--- src/rtl/dco_pkg.sv ---
// Shared types and constants for the DCO tuning-word sequencer.
package dco_pkg;

  localparam int WORD_W      = 5;
  localparam int MAX_DEFAULT = 25;

  typedef logic [WORD_W-1:0] word_t;

  typedef enum logic [1:0] {
    ST_IDLE   = 2'd0,
    ST_RAMP   = 2'd1,
    ST_SETTLE = 2'd2,
    ST_DONE   = 2'd3
  } dco_state_e;

  // Limit a requested target word to the largest legal tuning word.
  function automatic word_t clamp_word(input word_t w, input word_t lim);
    return (w > lim) ? lim : w;
  endfunction

endpackage

--- src/rtl/dco_word_seq_if.sv ---
// Request/grant and coder-side signals of the tuning-word sequencer.
interface dco_word_seq_if;
  import dco_pkg::*;

  logic  en;
  logic  req_a;
  word_t word_a;
  logic  req_b;
  word_t word_b;
  logic  ack_a;
  logic  ack_b;
  logic  busy;
  logic  done;
  word_t word_out;
  logic  cod_en;

  modport master (
    output en, req_a, word_a, req_b, word_b,
    input  ack_a, ack_b, busy, done, word_out, cod_en
  );

  modport slave (
    input  en, req_a, word_a, req_b, word_b,
    output ack_a, ack_b, busy, done, word_out, cod_en
  );

endinterface

--- src/rtl/dco_step_timer.sv ---
// Up-counter with synchronous clear and a terminal-count flag at LIMIT.
module dco_step_timer #(
  parameter int WIDTH = 4,
  parameter int LIMIT = 3
) (
  input  logic clk,
  input  logic rst,
  input  logic load,
  input  logic enable,
  output logic tc
);

  localparam logic [WIDTH-1:0] LIMIT_W = LIMIT[WIDTH-1:0];

  logic [WIDTH-1:0] count_q;

  // Count register: load clears, enable advances by one.
  always_ff @(posedge clk or posedge rst) begin
    // NOTE: sequential state always uses non-blocking assignment so every
    // register samples the pre-edge values of its neighbours.
    if (rst) begin
      count_q <= '0;
    end else if (load) begin
      count_q <= '0;
    end else if (enable) begin
      count_q <= count_q + WIDTH'(1);
    end
  end

  assign tc = (count_q == LIMIT_W);

endmodule

--- src/rtl/dco_word_seq.sv ---
// Two-requester arbiter and ramp/settle sequencer driving the DCO tuning word.
module dco_word_seq
  import dco_pkg::*;
#(
  parameter int MAX        = MAX_DEFAULT,
  parameter int STEP_DIV   = 4,
  parameter int SETTLE_CYC = 8,
  parameter int RST_WORD   = 0
) (
  input logic            clk,
  input logic            rst,
  dco_word_seq_if.slave  bus
);

  localparam word_t MAX_W      = word_t'(MAX);
  localparam word_t RST_W      = word_t'(RST_WORD);
  // SETTLE_CYC of 0 and 1 both leave SETTLE on the first counted edge.
  localparam int    SETTLE_LIM = (SETTLE_CYC == 0) ? 0 : SETTLE_CYC - 1;

  dco_state_e state_q, state_d;
  word_t      word_q, word_d;
  word_t      target_q, target_d;
  word_t      step_word;
  logic       ack_a_q, ack_a_d;
  logic       ack_b_q, ack_b_d;
  logic       cod_en_q, cod_en_d;
  logic       step_load, step_inc, step_tc;
  logic       settle_load, settle_inc, settle_tc;

  dco_step_timer #(.WIDTH(4), .LIMIT(STEP_DIV - 1)) u_step_timer (
    .clk    (clk),
    .rst    (rst),
    .load   (step_load),
    .enable (step_inc),
    .tc     (step_tc)
  );

  dco_step_timer #(.WIDTH(8), .LIMIT(SETTLE_LIM)) u_settle_timer (
    .clk    (clk),
    .rst    (rst),
    .load   (settle_load),
    .enable (settle_inc),
    .tc     (settle_tc)
  );

  // One LSB toward the target; only used while word and target differ,
  // so the result stays between them and cannot wrap.
  assign step_word = (word_q < target_q) ? word_q + word_t'(1) : word_q - word_t'(1);

  // Next-state, arbitration and pulse generation; en low leaves everything held.
  always_comb begin
    // NOTE: every variable gets a default first so no path leaves one
    // unassigned, which would otherwise infer a latch.
    state_d     = state_q;
    word_d      = word_q;
    target_d    = target_q;
    ack_a_d     = 1'b0;
    ack_b_d     = 1'b0;
    cod_en_d    = 1'b0;
    step_load   = 1'b0;
    step_inc    = 1'b0;
    settle_load = 1'b0;
    settle_inc  = 1'b0;
    if (bus.en) begin
      unique case (state_q)
        ST_IDLE: begin
          if (bus.req_a) begin
            ack_a_d   = 1'b1;
            target_d  = clamp_word(bus.word_a, MAX_W);
            state_d   = ST_RAMP;
            step_load = 1'b1;
          end else if (bus.req_b) begin
            ack_b_d   = 1'b1;
            target_d  = clamp_word(bus.word_b, MAX_W);
            state_d   = ST_RAMP;
            step_load = 1'b1;
          end
        end
        ST_RAMP: begin
          if (word_q == target_q) begin
            state_d     = ST_SETTLE;
            settle_load = 1'b1;
          end else if (step_tc) begin
            word_d    = step_word;
            cod_en_d  = 1'b1;
            step_load = 1'b1;
            // Landing on the target starts the settle period on the same edge.
            if (step_word == target_q) begin
              state_d     = ST_SETTLE;
              settle_load = 1'b1;
            end
          end else begin
            step_inc = 1'b1;
          end
        end
        ST_SETTLE: begin
          if (settle_tc) state_d = ST_DONE;
          else           settle_inc = 1'b1;
        end
        ST_DONE: begin
          state_d = ST_IDLE;
        end
        default: state_d = ST_IDLE;
      endcase
    end
  end

  // State, word and pulse registers; pulses self-clear on the following edge.
  always_ff @(posedge clk or posedge rst) begin
    if (rst) begin
      state_q  <= ST_IDLE;
      word_q   <= RST_W;
      target_q <= RST_W;
      ack_a_q  <= 1'b0;
      ack_b_q  <= 1'b0;
      cod_en_q <= 1'b0;
    end else begin
      state_q  <= state_d;
      word_q   <= word_d;
      target_q <= target_d;
      ack_a_q  <= ack_a_d;
      ack_b_q  <= ack_b_d;
      cod_en_q <= cod_en_d;
    end
  end

  // Pulses are masked while disabled so a freeze never emits a strobe.
  assign bus.ack_a    = ack_a_q & bus.en;
  assign bus.ack_b    = ack_b_q & bus.en;
  assign bus.cod_en   = cod_en_q & bus.en;
  assign bus.done     = (state_q == ST_DONE) & bus.en;
  assign bus.busy     = (state_q != ST_IDLE);
  assign bus.word_out = word_q;

endmodule

--- src/flat_wrapper.sv ---
// flat-port wrapper written by rule: the top's interface ports become plain ports
module dco_word_seq_flat import dco_pkg::*;
#(
  parameter int MAX        = MAX_DEFAULT,
  parameter int STEP_DIV   = 4,
  parameter int SETTLE_CYC = 8,
  parameter int RST_WORD   = 0
)
  (clk, rst, bus_en, bus_req_a, bus_word_a, bus_req_b, bus_word_b, bus_ack_a, bus_ack_b, bus_busy, bus_done, bus_word_out, bus_cod_en);
  dco_word_seq_if bus_i ();
  input logic clk;
  input logic rst;
  input wire logic [$bits(bus_i.en)-1:0] bus_en;
  input wire logic [$bits(bus_i.req_a)-1:0] bus_req_a;
  input wire logic [$bits(bus_i.word_a)-1:0] bus_word_a;
  input wire logic [$bits(bus_i.req_b)-1:0] bus_req_b;
  input wire logic [$bits(bus_i.word_b)-1:0] bus_word_b;
  output wire logic [$bits(bus_i.ack_a)-1:0] bus_ack_a;
  output wire logic [$bits(bus_i.ack_b)-1:0] bus_ack_b;
  output wire logic [$bits(bus_i.busy)-1:0] bus_busy;
  output wire logic [$bits(bus_i.done)-1:0] bus_done;
  output wire logic [$bits(bus_i.word_out)-1:0] bus_word_out;
  output wire logic [$bits(bus_i.cod_en)-1:0] bus_cod_en;
  assign bus_i.en = bus_en;
  assign bus_i.req_a = bus_req_a;
  assign bus_i.word_a = bus_word_a;
  assign bus_i.req_b = bus_req_b;
  assign bus_i.word_b = bus_word_b;
  assign bus_ack_a = bus_i.ack_a;
  assign bus_ack_b = bus_i.ack_b;
  assign bus_busy = bus_i.busy;
  assign bus_done = bus_i.done;
  assign bus_word_out = bus_i.word_out;
  assign bus_cod_en = bus_i.cod_en;
  dco_word_seq #(.MAX(MAX), .STEP_DIV(STEP_DIV), .SETTLE_CYC(SETTLE_CYC), .RST_WORD(RST_WORD)) u_core (.clk(clk), .rst(rst), .bus(bus_i));
endmodule
--- config.mk ---
export PLATFORM = sky130hd
export DESIGN_NAME = dco_word_seq_flat
export DESIGN_NICKNAME = d
export VERILOG_FILES = /design/src/rtl/dco_pkg.sv /design/src/rtl/dco_word_seq_if.sv /design/src/rtl/dco_step_timer.sv /design/src/rtl/dco_word_seq.sv /design/src/flat_wrapper.sv
export SDC_FILE = /design/constraint.sdc
export NUM_CORES = 1
export LEC_CHECK = 0
export BUFFER_PORTS_ARGS = -buffer_cell sky130_fd_sc_hd__buf_2
export CORE_ASPECT_RATIO = 1.25
export CORE_MARGIN = 5
export CORE_UTILIZATION = 45
export DETAILED_ROUTE_END_ITERATION = 12
export PLACE_DENSITY = 0.68
export RECOVER_POWER = 50
export SYNTH_ARGS = -nofsm -noshare
export SYNTH_HDL_FRONTEND = slang
export SYNTH_SLANG_ARGS = --single-unit
--- constraint.sdc ---
create_clock -name clk -period 2.9 [get_ports clk]
set_clock_uncertainty 0.05 [all_clocks]
set_input_delay 0.58 -clock clk [delete_from_list [all_inputs] [get_ports clk]]
set_output_delay 0.58 -clock clk [all_outputs]
set_load 0.005 [all_outputs]
==> impl_metrics.toml <==
[synth]
yosys.area.top_type = "dfrtp_1"
synth-seq-area-share_pct = 39.9
ys_warn_count = 0
ys_ff_latch = 27
synthesis.nets = 202
syn_area_per_cell_sq_um = 9.84
synthTopCellsByCount = "dfrtp_1, nor2_1, inv_1, ha_1, nand2_1"
async_flop_share_pct = 100
synth_edf_count = 0
synth.area.top_cells = "dfrtp_1, ha_1, nor2_1, xnor2_1, xor2_1"
synth_ff_type = "dfrtp_1"
yosysTopAreaCellShare_pct = 39.9
yosysMostFrequentCell = "dfrtp_1"
syn_area_sq_um = 1690
synthCells = 172
yosysUniqueCellTypes = 38

[routing]
ant_nets = 0
vias = 1340
post-route-drc-count = 0
wl_per_cell_um = 14.2
drtIter0Drc = 38
firstDrtPassIters = 2
detail_route.vias_per_cell = 5.15
routed_wl_um = 3690

[power]
p_int_mw = 1.86
sw_frac_of_total_pct = 40.5
clockPowerShare_pct = 6.7
peakVddDrop_mv = 0.633
p_leak_nw = 1.08
comb_power_share_pct = 73.5
seqPwrFrac_pct = 19.8
power.net_switching_mw = 1.27
power_density_nw_per_um2 = 1440

[hold_path]
hold_class = "reg2reg"
whs_path_depth = 2
min_from = "u_core.u_settle_timer.count_q[7]"
min_to = "u_core.u_settle_timer.count_q[7]"

[placed_design]
dpl_cell_area_sq_um = 2010
dpl.hpwl_um = 2880
io_buffers = 24
dp_cells = 250
gp_congestion = 0.844

[sta]
report.final.hold_viol_count = 0
tightest_slew_ns = 1.48
report.final.slew_viol_count = 0
slew_headroom_pct = 1.20
setup_ws_ns = -0.369
fmax_ghz = 0.306
rsz0062_at_grt = "yes"
fin_crit_ns = 3.27
setup_viol = 10
fin_crit_sh_pct = 113

[layout]
final_cells = 260
area_delta_synth_final_pct = 28.3
fill_cells = 339
seq_area_sq_um = 676
multiInputGateArea_sq_um = 1040
final_layout_size_suffix_gt1_share_pct = 35.5
final_area_sq_um = 2170
nNetsFinal = 251
antennaDiodeCount = 0

[global_route]
grt_max_degree = 28
grt_pass1_vias = 1393
grt_pass1_wl_um = 6100
antenna_found_initial = 0
gr-total-overflow = 0
track_usage_pct = 15.1

[worst_setup_path]
r2r_start = "u_core.target_q[3]"
crit_type = "reg2reg"
cp-start-kind = "register"
path_max_fanout = 4
rr_worst_depth = 13
crit_required_ns = 3.01
r2r_end = "u_core.state_q[1]"
cp_data_arrival_time_ns = 3.38
endpoint_kind = "register"
r2r_slack_ns = -0.37

[floorplan]
die_h_um = 78.6
die_w_um = 64.8
io_pins = 25
dieArea_sq_um = 5090
rows = 25
start_util_pct = 45.4
core_area_sq_um = 3720

[cts]
cts_htree_levels = 1
clk_pin_slew_ns = 0.09
clk_latency_ns = 0.26
numCtsBuffers = 3
cts-root-buf = "clkbuf_8"
cts_tree = "done"
clock-sinks = 27
cts_buffer_depth = 2

[job]
drv_cap = 0

[status]
status = "finished with violations"
violations = "setup timing"
## metal layers
metal | vias to the layer above | track usage (%) | routed length (um)
li1 | 678 | - | -
met1 | 647 | 16.6 | 1390
met2 | 11 | 29.0 | 2190
met3 | 4 | 2.29 | 77
met4 | 0 | 4.65 | 29
met5 | - | 0 | 0
## worst max-delay path: stages, from the launching register on
cell      delay, ns
dfrtp_1        0.40
inv_2          0.09
ha_4           0.20
a21oi_2        0.12
a21boi_1       0.07
or3_4          0.41
inv_2          0.09
fa_2           0.47
xnor2_2        0.17
nor4_2         0.28
mux2i_2        0.14
o221ai_2       0.17
and3_4         0.22
mux2_4         0.29
## stage by stage
stage	setup WS (ns)	setup TNS [ns]	total power, mW	hold WS (ns)	utilization, %
final	-0.369	-1.64	3.13	0.514	58.3
after global routing	-0.438	-2.50	3.40	0.547	58.3
after CTS	-0.318	-1.36	2.83	0.315	56.3
after detailed placement	-0.333	-1.69	2.50	0.479	54.1
after global placement	-0.272	-1.18	2.41	0.477	54.1
after floorplan	-0.197	-0.241	1.86	0.404	-
## sequential cells by signal, indices dropped and copies added (netlist names)
name and flops:
u_core.u_settle_timer.count_q 8, u_core.bus.word_out 5, u_core.target_q 5, u_core.u_step_timer.count_q 4
u_core.state_q 2, u_core.ack_a_q 1, u_core.ack_b_q 1, u_core.cod_en_q 1
## cell families after synthesis
logic type | after synthesis | synth area share, %
AND/OR/NAND/NOR | 60 | 18.2
buffers and inverters | 20 | 4.51
multiplexers | 8 | 5.10
XOR/XNOR | 19 | 10.7
flip-flops | 27 | 39.9
adder cells (fa/ha/maj) | 15 | 11.5
AO/OA/AOI/OAI | 23 | 10.1
## placed cells by master (no fill, tap or decap), types with 5 or more instances in the layout
master   synthesis  final
buf_2            1     24
buf_4            0     23
dfrtp_1         27     27
ha_1            14     12
inv_1           15     14
mux2i_1          6      5
nand2_1         11     11
nor2_1          24     19
nor2_2           0      5
xnor2_1         10      7
xor2_1           8      7
## layout make-up
type / instances / area share (%)
inverter: 16 / 2.77
clock buffer: 3 / 1.90
timing repair buffer: 48 / 13.7
multi-input combinational: 125 / 48.0
tap: 40 / 2.31
sequential: 27 / 31.1
clock inverter: 1 / 0.231
## power groups by stage
| stage | clock, mW | sequential (mW) | combinational, mW |
|---|---|---|---|
| after floorplan | 0 | 0.625 | 1.24 |
| after global placement | 0 | 0.617 | 1.80 |
| after detailed placement | 0 | 0.628 | 1.87 |
| after CTS | 0.217 | 0.619 | 2.00 |
| after global routing | 0.231 | 0.642 | 2.53 |
| final | 0.208 | 0.620 | 2.30 |
## how the worst max path moves through the flow
stage,start,to,slack [ns],depth (start not counted)
after floorplan,u_core.bus.word_out[2],u_core.state_q[1],-0.20,12
after global placement,u_core.target_q[3],u_core.state_q[1],-0.27,13
after detailed placement,u_core.target_q[3],u_core.state_q[1],-0.33,13
after CTS,u_core.bus.word_out[3],u_core.state_q[1],-0.32,12
after global routing,u_core.target_q[3],u_core.state_q[1],-0.44,13
final,u_core.target_q[3],u_core.state_q[1],-0.37,13
## repair_timing
item                                    4_1_cts  5_1_grt
buffers inserted                              5        1
endpoints found under the setup margin       10       10
hold buffers                                  0        0
cloned                                        0        0
resized for setup                             2       14
pin swaps                                     1       10
(Power assumes the default switching activity.)
